==> config.mk <==
export PLATFORM = sky130hd
export DESIGN_NAME = pipeline_ctrl
export DESIGN_NICKNAME = d
export VERILOG_FILES = /design/src/rtl/pipeline_ctrl.sv
export SDC_FILE = /design/constraint.sdc
export NUM_CORES = 1
export LEC_CHECK = 0
export CAP_MARGIN = 20
export CORE_MARGIN = 1
export CORE_UTILIZATION = 39
export DETAILED_ROUTE_END_ITERATION = 8
export PLACE_DENSITY = 0.86
export SYNTH_ARGS = -nofsm -noshare
export SYNTH_HDL_FRONTEND = slang
export SYNTH_SLANG_ARGS = --single-unit
==> constraint.sdc <==
create_clock -name clk -period 2.8 [get_ports clk]
set_input_delay 0.56 -clock clk [delete_from_list [all_inputs] [get_ports clk]]
set_output_delay 0.56 -clock clk [all_outputs]
set_load 0.01 [all_outputs]
==> src/rtl/pipeline_ctrl.sv <==
// ---------------------------------------------------------------------------
// pipeline_ctrl
//
// Stage-control unit for the five-stage MIPS pipeline. Converts the hazard
// stall request, the ID-stage redirect and the data-memory busy flag into
// per-stage write enables and bubble (flush) controls. A watchdog counts
// consecutive non-advancing cycles and latches a sticky hang error.
//
// Optional feature macro: PIPE_PERF_CNT_EN
//   defined   -> 32-bit stall_cycles / flush_count performance counters
//   undefined -> both counter ports tied to zero, no counter flops
//
// Parameters:
//   MAX_STALL  consecutive stalled cycles tolerated before hang (1..65535)
//   CW         watchdog counter width (derived, do not override)
//
// Ports:
//   clk          in   pipeline clock, rising edge
//   rst_n        in   asynchronous active-low reset
//   stall        in   hazard request (load-use, branch operand not ready)
//   redirect     in   ID stage resolved a taken branch/jump this cycle
//   mem_busy     in   data memory has not finished the MEM-stage access
//   pc_we        out  PC update enable
//   ifid_we      out  IF/ID write enable
//   ifid_flush   out  IF/ID loads a bubble
//   idex_flush   out  ID/EX loads a bubble
//   exmem_we     out  EX/MEM write enable
//   memwb_we     out  MEM/WB write enable
//   memwb_flush  out  MEM/WB loads a bubble
//   hang         out  sticky watchdog error (registered)
//   stall_cycles out  stalled-cycle counter (PIPE_PERF_CNT_EN only)
//   flush_count  out  redirect-flush counter (PIPE_PERF_CNT_EN only)
// ---------------------------------------------------------------------------
module pipeline_ctrl #(
  parameter int unsigned MAX_STALL = 255,
  parameter int unsigned CW        = $clog2(MAX_STALL + 1)
) (
  input  logic        clk,
  input  logic        rst_n,
  input  logic        stall,
  input  logic        redirect,
  input  logic        mem_busy,
  output logic        pc_we,
  output logic        ifid_we,
  output logic        ifid_flush,
  output logic        idex_flush,
  output logic        exmem_we,
  output logic        memwb_we,
  output logic        memwb_flush,
  output logic        hang,
  output logic [31:0] stall_cycles,
  output logic [31:0] flush_count
);

  typedef enum logic [2:0] {
    INIT   = 3'd0,
    RUN    = 3'd1,
    HAZ    = 3'd2,
    FREEZE = 3'd3,
    HANG   = 3'd4
  } state_t;

  state_t        state;
  state_t        state_nxt;
  logic [CW-1:0] wd_cnt;

  logic active;
  logic case_mem;
  logic case_stall;
  logic case_redir;
  logic stalled;
  logic wd_limit;

  // The pipeline only reacts to its inputs in the three operating states;
  // INIT and HANG drive fixed control patterns.
  assign active     = (state == RUN) || (state == HAZ) || (state == FREEZE);

  // Priority decode: memory wait beats hazard stall beats redirect.
  assign case_mem   = active &&  mem_busy;
  assign case_stall = active && !mem_busy &&  stall;
  assign case_redir = active && !mem_busy && !stall && redirect;
  assign stalled    = case_mem || case_stall;

  // This stalled cycle is the MAX_STALL-th in a row.
  assign wd_limit   = (wd_cnt == CW'(MAX_STALL - 1));

  // -------------------------------------------------------------------------
  // Combinational stage controls (zero latency from inputs and state)
  // -------------------------------------------------------------------------
  always_comb begin
    pc_we       = 1'b0;
    ifid_we     = 1'b0;
    ifid_flush  = 1'b0;
    idex_flush  = 1'b0;
    exmem_we    = 1'b0;
    memwb_we    = 1'b0;
    memwb_flush = 1'b0;

    unique case (state)
      RUN, HAZ, FREEZE: begin
        if (mem_busy) begin
          // Hold everything up to EX/MEM; retire a bubble into WB so the
          // stuck MEM-stage instruction is not written back twice.
          memwb_we    = 1'b1;
          memwb_flush = 1'b1;
        end else if (stall) begin
          // Hold PC and IF/ID, insert a bubble into EX, let the rest drain.
          // A simultaneous redirect is dropped: the branch re-resolves once
          // its operands are available.
          idex_flush  = 1'b1;
          exmem_we    = 1'b1;
          memwb_we    = 1'b1;
        end else begin
          pc_we       = 1'b1;
          ifid_we     = 1'b1;
          exmem_we    = 1'b1;
          memwb_we    = 1'b1;
          // Squash the wrong-path instruction fetched behind the branch.
          ifid_flush  = redirect;
        end
      end
      HANG: begin
        // Everything frozen, no bubbles; only reset leaves this state.
      end
      default: begin
        // INIT (and reset): clear the pipeline registers to bubbles.
        ifid_flush  = 1'b1;
        idex_flush  = 1'b1;
        memwb_flush = 1'b1;
      end
    endcase
  end

  // -------------------------------------------------------------------------
  // Next-state decision
  // -------------------------------------------------------------------------
  always_comb begin
    state_nxt = state;
    unique case (state)
      INIT: state_nxt = RUN;
      RUN, HAZ, FREEZE: begin
        if (stalled && wd_limit) begin
          state_nxt = HANG;
        end else if (case_mem) begin
          state_nxt = FREEZE;
        end else if (case_stall) begin
          state_nxt = HAZ;
        end else begin
          state_nxt = RUN;
        end
      end
      HANG:    state_nxt = HANG;
      default: state_nxt = INIT;
    endcase
  end

  // -------------------------------------------------------------------------
  // State, watchdog and sticky hang flag
  // -------------------------------------------------------------------------
  always_ff @(posedge clk or negedge rst_n) begin
    if (!rst_n) begin
      state  <= INIT;
      wd_cnt <= '0;
      hang   <= 1'b0;
    end else begin
      state <= state_nxt;
      // HANG is only left through reset, so the flag tracks entry into it.
      hang  <= (state_nxt == HANG);
      if (stalled) begin
        // Saturate rather than wrap.
        if (wd_cnt != CW'(MAX_STALL)) begin
          wd_cnt <= wd_cnt + CW'(1);
        end
      end else begin
        wd_cnt <= '0;
      end
    end
  end

`ifdef PIPE_PERF_CNT_EN
  // -------------------------------------------------------------------------
  // Performance counters (free-running, wrap at 2^32, idle in INIT/HANG)
  // -------------------------------------------------------------------------
  logic [31:0] stall_cnt;
  logic [31:0] flush_cnt;

  always_ff @(posedge clk or negedge rst_n) begin
    if (!rst_n) begin
      stall_cnt <= 32'h0;
      flush_cnt <= 32'h0;
    end else begin
      if (stalled) begin
        stall_cnt <= stall_cnt + 32'd1;
      end
      if (case_redir) begin
        flush_cnt <= flush_cnt + 32'd1;
      end
    end
  end

  assign stall_cycles = stall_cnt;
  assign flush_count  = flush_cnt;
`else
  assign stall_cycles = 32'h0;
  assign flush_count  = 32'h0;
`endif

endmodule
==> key figures <==
Critical path
  • Slowest CP cell: clkdlybuf4s50_1
  • CP Launch Type: input pin
  • Worst setup path class: input pin to output port
  • Crit path required time: 2.24 ns
  • Worst setup EP type: output port
  • CP arrival: 2.08 ns
  • CP max stage delay: 0.57 ns
  • CP Max Fanout: 5
  • Most used cell, CP: clkdlybuf4s50_1
  • CP cell instances: clkdlybuf4s50_1 > or2_0 > nor2_1 > clkdlybuf4s50_1

Routing
  • Vias per Instance: 3.99
  • Total wire length: 1530 µm
  • DRC errors left: 11
  • Routed wl met2: 781 µm
  • WL/cell: 8.57 µm
  • Metal1 wirelength: 611 µm
  • Initial DRC count: 26
  • Router iterations before antenna repair: 6
  • Vias: 714
  • Antenna viol nets, final: 0
  • Uppermost layer routed: met4
  • Met3 Routed Length: 128 µm

Power
  • PwrDens: 458 nW/µm²
  • Max VDD drop: 0.216 mV
  • Leak: 0.553 nW

Logic synthesis
  • Synth top cells by count: buf_4, dfrtp_1, a21oi_1
  • Seq/Total Area, Yosys: 0.257
  • Post-synth ARST share: 1.00
  • #FFs+latches synth: 12
  • Synth top area share: 0.418
  • Dominant cells by area after synthesis: buf_4, dfrtp_1, a21oi_1
  • Yosys warnings: 0
  • Cell Area, Synth: 1170 µm²
  • Synth cell types: 31
  • Top FF cell, synth: dfrtp_1
  • Syn avg cell area: 8.59 µm²
  • Most frequent cell after synthesis: buf_4
  • Post-synth EDFFs: 0
  • Yosys top cell by area: buf_4
  • Gate count after technology mapping: 136

Timing
  • Clk_skew: 0.00636 ns
  • Final min period: 2.64 ns
  • Worst slew pin tran: 0.539 ns
  • Max-slew headroom: 0.638
  • Worst setup margin: 0.158 ns
  • Max frequency: 379 MHz
  • Hold Vio Cnt, Final: 0
  • Finish-stage setup viols: 0
  • Final TNS setup: 0 ns
  • Period Utilization, post-route: 0.943
  • Slew Viols, Final: 0
  • Unrepaired setup endpoints after global routing: false

Layout
  • Syn-to-layout area delta: -6.74%
  • Number of fill cells in the layout: 279
  • Multi-input combinational cell area: 576 µm²
  • Share of post-route cells with drive strength above 1: 0.0541
  • Register Area: 300 µm²
  • Antenna Diode Count: 0
  • # nets final: 156

Clock tree
  • CTS resizes: 0
  • CTS Buf Count: 3
  • Clock Pin Slew Worst Setup and Hold Paths: 0.08 ns
  • Post-CTS setup repair buffer count: 0
  • Max H-tree Level: 1
  • CTS tree: done
  • Worst-Skew Late Latency: 0.29 ns
  • CTS max path bufs: 2
  • Root Buffer: clkbuf_4
  • CTS sink cnt: 12
  • CTS Hold Bufs: 0

Floorplanning
  • Ports: 77
  • Die Span X: 56.7 µm
  • Die ar.: 3220 µm²
  • # rows: 19
  • Die height: 56.7 µm
  • Initial Util: 0.417
  • Core Area: 2810 µm²

Worst hold path
  • Hold crit path type: flip-flop to flip-flop

Place
  • Final HPWL DP: 1180 µm
  • Gpl congestion: 0.749
  • Setup slack at placement: 0.157 ns
  • PortBufs: 12

Run
  • Maxcap violations: 0

GRT
  • Largest net degree at the start of global routing: 13
  • Gr ovfl total: 0
  • First-pass GRT wire length: 2330 µm
  • Total Routing Usage GR: 0.0961
  • Initial antenna violation count: 0
  • Number of global-route vias before repair: 543

Status
  • Violated checks: DRC
  • Status: finished with violations
## cells in the final DEF (no fill, tap or decap)
cell type and count:
a211oi_1 1, a211oi_2 1, a21o_1 1, a21oi_1 7
a31oi_1 1, a32o_1 1, and3_1 2, and4_1 1
clkbuf_4 3, clkbuf_8 1, clkdlybuf4s50_1 12, conb_1 64
dfrtp_1 12, ha_1 2, inv_1 5, mux2i_1 1
nand2_1 2, nand2_2 1, nand2b_1 1, nand3_1 4
nand3_2 1, nand4_1 1, nand4_4 1, nor2_1 6
nor3_1 4, nor3b_1 2, nor4_1 1, o21ai_0 2
o21bai_1 3, o31ai_1 1, or2_0 1, or3_1 2
## per-stage QoR
step                cells  area, µm²  power, mW  hold slack, ns   util
floorplan             199       1410      0.387           0.264      -
global placement      175       1050      0.355           0.550  0.376
detailed placement    175       1050      0.359           0.576  0.376
CTS                   179       1090      0.497           0.588  0.388
global route          179       1090      0.525           0.607  0.388
finish                179       1090      0.499           0.588  0.388
## where the power goes
part | internal [mW] | total [mW] | switching (mW)
Clock | 0.0793 | 0.142 | 0.0624
Sequential | 0.193 | 0.224 | 0.0315
Combinational | 0.0473 | 0.133 | 0.0852
## sequential cells by signal (all words and copies together), names as in the netlist
register / count
wd_cnt: 8
state: 3
hang: 1
## worst paths after layout
path                            from  cells past startpoint   endpoint  slack (ns)
setup / recovery            mem_busy                      4      pc_we        0.16
hold / removal             wd_cnt[6]                      2  wd_cnt[6]        0.59
setup reg to reg           wd_cnt[1]                      4  wd_cnt[5]        1.30
hold reg to reg            wd_cnt[6]                      2  wd_cnt[6]        0.59
max in group asynchronous      rst_n                      1  wd_cnt[1]        1.85
min in group asynchronous      rst_n                      1  wd_cnt[2]        0.61
## final cells by class
type / instances / area share
well taps: 31 / 0.0356
flip-flops and latches: 12 / 0.276
clock buffers: 4 / 0.0333
multi-input cells: 115 / 0.528
inverters: 5 / 0.0172
repair buffers: 12 / 0.110
## per-layer routing
metal | track usage | vias to the layer above
met3 | 0.0484 | 4
li1 | - | 346
met5 | 0 | -
met2 | 0.156 | 37
met4 | 0.0314 | 0
met1 | 0.109 | 327
## logic make-up after synthesis
group / share of synthesized area
DFF: 0.257
buffers and inverters: 0.453
muxes: 0.00857
and+or+nand+nor: 0.155
AOI/OAI and AO/OA: 0.102
other: 0.00321
adders and majority gates: 0.0214
## worst max-delay path, delay by kind of cell
family / cells / cell delay, ns
buffers and inverters: 2 / 1.04
and+or+nand+nor: 2 / 0.49
No activity file was read; power rests on OpenSTA's default activity.
